===== src/rtl/mdu_pkg.sv =====
// rtl/mdu_pkg.sv - shared op encodings, FSM states and width for the HI/LO multiply/divide unit
package mdu_pkg;

    localparam int MDU_WIDTH = 32;

    typedef enum logic [1:0] {
        MDU_MULT  = 2'b00,
        MDU_MULTU = 2'b01,
        MDU_DIV   = 2'b10,
        MDU_DIVU  = 2'b11
    } mdu_op_e;

    typedef enum logic [1:0] {
        S_IDLE = 2'b00,
        S_RUN  = 2'b01,
        S_FIN  = 2'b10
    } mdu_state_e;

endpackage


===== src/rtl/mult_div_unit_if.sv =====
// rtl/mult_div_unit_if.sv - launch/result bundle between the datapath and the multiply/divide unit
interface mult_div_unit_if #(parameter int WIDTH = mdu_pkg::MDU_WIDTH);

    logic             Start;
    logic [1:0]       Op;
    logic [WIDTH-1:0] SrcA;
    logic [WIDTH-1:0] SrcB;
    logic             HiWrite;
    logic             LoWrite;
    logic             Busy;
    logic             Done;
    logic             DivByZero;
    logic [WIDTH-1:0] Hi;
    logic [WIDTH-1:0] Lo;

    modport master (
        output Start, Op, SrcA, SrcB, HiWrite, LoWrite,
        input  Busy, Done, DivByZero, Hi, Lo
    );

    modport slave (
        input  Start, Op, SrcA, SrcB, HiWrite, LoWrite,
        output Busy, Done, DivByZero, Hi, Lo
    );

endinterface


===== src/rtl/mdu_step.sv =====
// rtl/mdu_step.sv - one iteration of unsigned shift-add multiply or restoring divide
module mdu_step #(
    parameter int WIDTH = 32
) (
    input  logic             is_div,
    input  logic [WIDTH-1:0] acc,
    input  logic [WIDTH-1:0] q,
    input  logic [WIDTH-1:0] d,
    output logic [WIDTH-1:0] acc_next,
    output logic [WIDTH-1:0] q_next
);

    logic [WIDTH:0] sum;
    logic [WIDTH:0] trial;

    always_comb begin
        sum   = {1'b0, acc} + {1'b0, d};
        trial = {acc, q[WIDTH-1]} - {1'b0, d};
        acc_next = acc;
        q_next   = q;
        if (is_div) begin
            // Remainder stays below the divisor, so bit WIDTH of the trial is a clean borrow flag.
            if (!trial[WIDTH]) begin
                acc_next = trial[WIDTH-1:0];
                q_next   = {q[WIDTH-2:0], 1'b1};
            end else begin
                acc_next = {acc[WIDTH-2:0], q[WIDTH-1]};
                q_next   = {q[WIDTH-2:0], 1'b0};
            end
        end else if (q[0]) begin
            {acc_next, q_next} = {sum, q[WIDTH-1:1]};
        end else begin
            {acc_next, q_next} = {1'b0, acc, q[WIDTH-1:1]};
        end
    end

endmodule


===== src/rtl/mult_div_unit.sv =====
// rtl/mult_div_unit.sv - iterative MULT/MULTU/DIV/DIVU unit holding the architectural HI/LO registers
module mult_div_unit
    import mdu_pkg::*;
#(
    parameter int WIDTH = MDU_WIDTH,
    parameter int CNT_W = $clog2(WIDTH)
) (
    input  logic             clk,
    input  logic             rst_n,
    mult_div_unit_if.slave   bus
);

    mdu_state_e         state_q, state_d;
    logic [CNT_W-1:0]   cnt_q;
    logic [WIDTH-1:0]   acc_q, q_q, d_q, a_raw_q, hi_q, lo_q;
    logic               is_div_q, neg_q, sa_q, dz_q;

    logic               start_ok, is_div, is_signed, sa, sb, last;
    logic [WIDTH-1:0]   a_mag, b_mag, acc_n, q_n, fix_hi, fix_lo;
    logic [2*WIDTH-1:0] prod;

    assign is_div    = (bus.Op == MDU_DIV) || (bus.Op == MDU_DIVU);
    assign is_signed = (bus.Op == MDU_MULT) || (bus.Op == MDU_DIV);
    assign sa        = is_signed & bus.SrcA[WIDTH-1];
    assign sb        = is_signed & bus.SrcB[WIDTH-1];
    assign a_mag     = sa ? -bus.SrcA : bus.SrcA;
    assign b_mag     = sb ? -bus.SrcB : bus.SrcB;
    assign start_ok  = bus.Start && (state_q != S_RUN);
    assign last      = (cnt_q == CNT_W'(WIDTH-1));

    mdu_step #(.WIDTH(WIDTH)) u_step (
        .is_div   (is_div_q),
        .acc      (acc_q),
        .q        (q_q),
        .d        (d_q),
        .acc_next (acc_n),
        .q_next   (q_n)
    );

    always_ff @(posedge clk or negedge rst_n) begin
        if (!rst_n) state_q <= S_IDLE;
        else        state_q <= state_d;
    end

    always_comb begin
        state_d = state_q;
        case (state_q)
            S_IDLE:  if (bus.Start) state_d = S_RUN;
            S_RUN:   if (last) state_d = S_FIN;
            S_FIN:   state_d = bus.Start ? S_RUN : S_IDLE;
            default: state_d = S_IDLE;
        endcase
    end

    // Sign fix-up of the final step; INT_MIN / -1 falls out naturally as 0x8000_0000 rem 0.
    always_comb begin
        prod = {acc_n, q_n};
        if (neg_q) prod = -prod;
        fix_hi = prod[2*WIDTH-1:WIDTH];
        fix_lo = prod[WIDTH-1:0];
        if (is_div_q) begin
            if (dz_q) begin
                fix_lo = '1;
                fix_hi = a_raw_q;
            end else begin
                fix_lo = neg_q ? -q_n : q_n;
                fix_hi = sa_q ? -acc_n : acc_n;
            end
        end
    end

    always_ff @(posedge clk or negedge rst_n) begin
        if (!rst_n) begin
            cnt_q    <= '0;
            acc_q    <= '0;
            q_q      <= '0;
            d_q      <= '0;
            a_raw_q  <= '0;
            hi_q     <= '0;
            lo_q     <= '0;
            is_div_q <= 1'b0;
            neg_q    <= 1'b0;
            sa_q     <= 1'b0;
            dz_q     <= 1'b0;
        end else if (start_ok) begin
            cnt_q    <= '0;
            acc_q    <= '0;
            q_q      <= is_div ? a_mag : b_mag;
            d_q      <= is_div ? b_mag : a_mag;
            a_raw_q  <= bus.SrcA;
            is_div_q <= is_div;
            neg_q    <= sa ^ sb;
            sa_q     <= sa;
            dz_q     <= is_div && (bus.SrcB == '0);
        end else if (state_q == S_RUN) begin
            acc_q <= acc_n;
            q_q   <= q_n;
            if (last) begin
                hi_q <= fix_hi;
                lo_q <= fix_lo;
            end else begin
                cnt_q <= cnt_q + CNT_W'(1);
            end
        end else begin
            if (bus.HiWrite) hi_q <= bus.SrcA;
            if (bus.LoWrite) lo_q <= bus.SrcA;
        end
    end

    assign bus.Busy      = (state_q == S_RUN);
    assign bus.Done      = (state_q == S_FIN);
    assign bus.DivByZero = (state_q == S_FIN) && dz_q;
    assign bus.Hi        = hi_q;
    assign bus.Lo        = lo_q;

endmodule


===== src/flat_wrapper.sv =====
// flat-port wrapper written by rule: the top's interface ports become plain ports
module mult_div_unit_flat import mdu_pkg::*;
#(
    parameter int WIDTH = MDU_WIDTH,
    parameter int CNT_W = $clog2(WIDTH)
)
  (clk, rst_n, bus_Start, bus_Op, bus_SrcA, bus_SrcB, bus_HiWrite, bus_LoWrite, bus_Busy, bus_Done, bus_DivByZero, bus_Hi, bus_Lo);
  mult_div_unit_if #(.WIDTH(WIDTH)) bus_i ();
  input  logic clk;
  input  logic rst_n;
  input wire logic [$bits(bus_i.Start)-1:0] bus_Start;
  input wire logic [$bits(bus_i.Op)-1:0] bus_Op;
  input wire logic [$bits(bus_i.SrcA)-1:0] bus_SrcA;
  input wire logic [$bits(bus_i.SrcB)-1:0] bus_SrcB;
  input wire logic [$bits(bus_i.HiWrite)-1:0] bus_HiWrite;
  input wire logic [$bits(bus_i.LoWrite)-1:0] bus_LoWrite;
  output wire logic [$bits(bus_i.Busy)-1:0] bus_Busy;
  output wire logic [$bits(bus_i.Done)-1:0] bus_Done;
  output wire logic [$bits(bus_i.DivByZero)-1:0] bus_DivByZero;
  output wire logic [$bits(bus_i.Hi)-1:0] bus_Hi;
  output wire logic [$bits(bus_i.Lo)-1:0] bus_Lo;
  assign bus_i.Start = bus_Start;
  assign bus_i.Op = bus_Op;
  assign bus_i.SrcA = bus_SrcA;
  assign bus_i.SrcB = bus_SrcB;
  assign bus_i.HiWrite = bus_HiWrite;
  assign bus_i.LoWrite = bus_LoWrite;
  assign bus_Busy = bus_i.Busy;
  assign bus_Done = bus_i.Done;
  assign bus_DivByZero = bus_i.DivByZero;
  assign bus_Hi = bus_i.Hi;
  assign bus_Lo = bus_i.Lo;
  mult_div_unit #(.WIDTH(WIDTH), .CNT_W(CNT_W)) u_core (.clk(clk), .rst_n(rst_n), .bus(bus_i));
endmodule

===== config.mk =====
export PLATFORM = sky130hd
export DESIGN_NAME = mult_div_unit_flat
export DESIGN_NICKNAME = d
export VERILOG_FILES = /design/src/rtl/mdu_pkg.sv /design/src/rtl/mult_div_unit_if.sv /design/src/rtl/mdu_step.sv /design/src/rtl/mult_div_unit.sv /design/src/flat_wrapper.sv
export SDC_FILE = /design/constraint.sdc
export NUM_CORES = 1
export LEC_CHECK = 0
export BUFFER_PORTS_ARGS = -buffer_cell sky130_fd_sc_hd__buf_2
export CAP_MARGIN = 20
export CORE_MARGIN = 2
export CORE_UTILIZATION = 38
export CTS_BUF_LIST = sky130_fd_sc_hd__clkbuf_4
export CTS_CLUSTER_DIAMETER = 40
export DETAILED_ROUTE_END_ITERATION = 7
export GPL_ROUTABILITY_DRIVEN = 0
export HOLD_SLACK_MARGIN = 0.1
export SKIP_CTS_REPAIR_TIMING = 1
export SLEW_MARGIN = 15
export SYNTH_ARGS = -nofsm -noshare
export SYNTH_HDL_FRONTEND = slang
export SYNTH_HIERARCHICAL = 1
export SYNTH_SLANG_ARGS = --single-unit

===== constraint.sdc =====
create_clock -name clk -period 5.57 [get_ports clk]
set_input_delay 1.114 -clock clk [delete_from_list [all_inputs] [get_ports clk]]
set_output_delay 1.114 -clock clk [all_outputs]
set_load 0.02 [all_outputs]

==> metrics.yaml <==
ys_seq_area_frac: 0.2849
setup_viol: 0
drc: 0
synthTopCellsByCount: "344 x nand2_1, 203 x dfrtp_1, 201 x a21oi_1"
cts.path.max_buffers: 3
wl_per_cell_um: 24.62
synth_enable_flop_cells: 0
synth.ff_latch_count: 203
yosys.area.top_type: "dfrtp_1"
fp.coreArea_mm2: 0.04646
drive_above_1_share: 0.1850
die_x_um: 220.6
cts_root_buf: "clkbuf_4"
fin_crit_ns: 5.382
antenna_found_initial: 5
yosys_most_used_dff: "dfrtp_1"
synth_nets: 2439
drv_cap: 0
dr.first_iter.drc_count: 2472
async_reset_ff_frac: 1.000
cp.arrival_ns: 6.14
vias_per_cell: 6.232
crit_path_start_kind: "register"
grt_pass1_wl_um: 112700
post-route-period-util: 0.9662
syn-instance-count: 2296
boundaryPins: 138
dp_hpwl_um: 58450
tns_ns: 0
finalWirelength_um: 77260
dr.pass1.iters: 7
grt_util_met3: 0.06241
grt_max_degree: 104
tightest_slew_ns: 1.068
fin_skew_ns: 0.1010
die_y_um: 220.6
slew_violations: 0
grt_usage: 0.3088
grt_pass1_vias: 18440
worstSetupPathType: "reg -> reg"
final_nets: 2632
avgSynthCellArea_um2: 7.766
cts_made_buffers: 59
fmax_ghz: 0.1858
cts.reportedPaths.clkPinSlew_ns: 0.07
num_vias: 19560
maxSlewHeadroom: 0.2882
ys_types: 101
run_status: "finished clean"
hold_class: "in -> async"
clkLatencyLatePin_ns: 0.83
portBuffers: 137
cts_tree: "done"
rows: 79
synth_top_area_share: 0.2849
initial_core_util: 0.3838
grt_overflow: 0
area_growth_pct: 15.17
use_met2: 0.4857
endpoint_kind: "register"
ys_warn_count: 6
fp.dieArea_mm2: 0.04867
cp_max_fo: 6
yosysMostFrequentCell: "nand2_1"
synth.area.top_cells: "dfrtp_1 28%, nand2_1 7.2%, a21oi_1 5.6%"
ant_nets: 0
crit_required_ns: 6.33
cts.sinks: 203
synth_area_mm2: 0.01783
hold_viol: 0
met1_usage: 0.3979
busiest_layer: "met2"
htreeDepth: 2
layer usage:
| metal | vias up | routed length [um] |
|---|---|---|
| met2 | 1242 | 34610 |
| met4 | 6 | 4378 |
| met3 | 259 | 7631 |
| met5 | - | 34 |
| met1 | 9282 | 30600 |
| li1 | 8768 | - |
worst max-delay path, cell delays in order (launching register included):
cell,delay [ns]
dfrtp_1,0.38
inv_1,0.07
ha_1,0.18
fa_2,0.23
nand2b_4,0.14
a21oi_2,0.07
a2111oi_2,0.42
o21a_2,0.28
nor4_4,0.05
o211ai_1,0.24
mux2_4,0.39
nor2_8,0.18
buf_4,0.18
a21oi_1,0.15
or4_1,0.66
nor4_2,0.41
nand2_1,0.18
or3_1,0.46
nor4_1,0.33
nand3_1,0.14
a31oi_1,0.18
placed cells by master (no fill, tap or decap), types with 18 or more instances in the layout:
| cell type | count |
|---|---|
| nor2_1 | 166 |
| nor3_1 | 39 |
| nand2_1 | 343 |
| dfrtp_1 | 201 |
| o221ai_1 | 34 |
| mux2_2 | 36 |
| nor2b_1 | 30 |
| or4_1 | 18 |
| nand2b_1 | 20 |
| inv_1 | 63 |
| ha_1 | 70 |
| o211ai_1 | 27 |
| buf_4 | 145 |
| o22ai_1 | 30 |
| o31ai_1 | 31 |
| a21o_1 | 30 |
| and3_1 | 30 |
| mux2i_1 | 44 |
| xor2_1 | 69 |
| a211oi_1 | 33 |
| or3_1 | 28 |
| xnor2_1 | 103 |
| nor4_1 | 20 |
| o21ai_0 | 189 |
| nand3_1 | 44 |
| clkbuf_4 | 85 |
| a31oi_1 | 26 |
| a21oi_1 | 199 |
| buf_2 | 136 |
cell families (layout without fill, tap and decap cells):
logic type                 count (synthesis)  after routing  share of synthesized area
muxes                                     83             83                    0.04954
buffers and inverters                    218            451                    0.05067
xor gates and xnor gates                 172            172                    0.08449
and+or+nand+nor                          817            818                     0.2189
DFF                                      203            203                     0.2849
adders and majority gates                 72             72                    0.05137
other                                      0              1                          0
AOI/OAI and AO/OA                        731            731                     0.2601
final cells by class:
| class | count | area (um^2) |
|---|---|---|
| antenna | 1 | 2.502 |
| clock buffer | 85 | 638.1 |
| fill | 4780 | 25920 |
| tap | 607 | 759.5 |
| multi-input combinational | 1876 | 11930 |
| inverter | 66 | 250.2 |
| timing repair buffer | 283 | 1794 |
| sequential | 203 | 5085 |
| clock inverter | 17 | 76.32 |
through the flow:
| step | instances | setup WS [ns] | area, um^2 | util | hold WS (ns) |
|---|---|---|---|---|---|
| floorplan | 2296 | 0.3489 | 17830 | - | 0.4404 |
| global placement | 3026 | -0.02038 | 19690 | 0.4239 | 0.4560 |
| detailed placement | 3026 | -0.1016 | 19690 | 0.4239 | 0.4648 |
| CTS | 3128 | -0.07026 | 20410 | 0.4393 | 0.4093 |
| global route | 3138 | -0.07197 | 20530 | 0.4420 | 0.4609 |
| finish | 3138 | 0.1881 | 20530 | 0.4420 | 0.4155 |
sequential cells by signal (all words and copies together), names as in the netlist:
name / cells
u_core/a_raw_q: 32
u_core/acc_q: 32
u_core/bus.Hi: 32
u_core/bus.Lo: 32
u_core/cnt_q: 5
u_core/d_q: 32
u_core/dz_q: 1
u_core/is_div_q: 1
u_core/neg_q: 1
u_core/q_q: 32
u_core/sa_q: 1
u_core/state_q: 2
path summary, 6_finish.rpt:
path / from / slack, ns / end / depth (start not counted)
min in group clk: u_core/bus.Lo[5] / 0.48 / u_core/bus.Lo[5] / 2
setup reg to reg: u_core/q_q[31] / 0.19 / u_core/bus.Hi[25] / 20
max in group asynchronous: rst_n / 3.75 / u_core/bus.Lo[5] / 2
hold reg to reg: u_core/bus.Lo[5] / 0.48 / u_core/bus.Lo[5] / 2
setup / recovery: u_core/q_q[31] / 0.19 / u_core/bus.Hi[25] / 20
hold / removal: rst_n / 0.42 / u_core/cnt_q[1] / 1
Power is left out: the tool's default activity adds up to more than one toggle a clock period on the data nets, which glitch-free logic cannot reach.
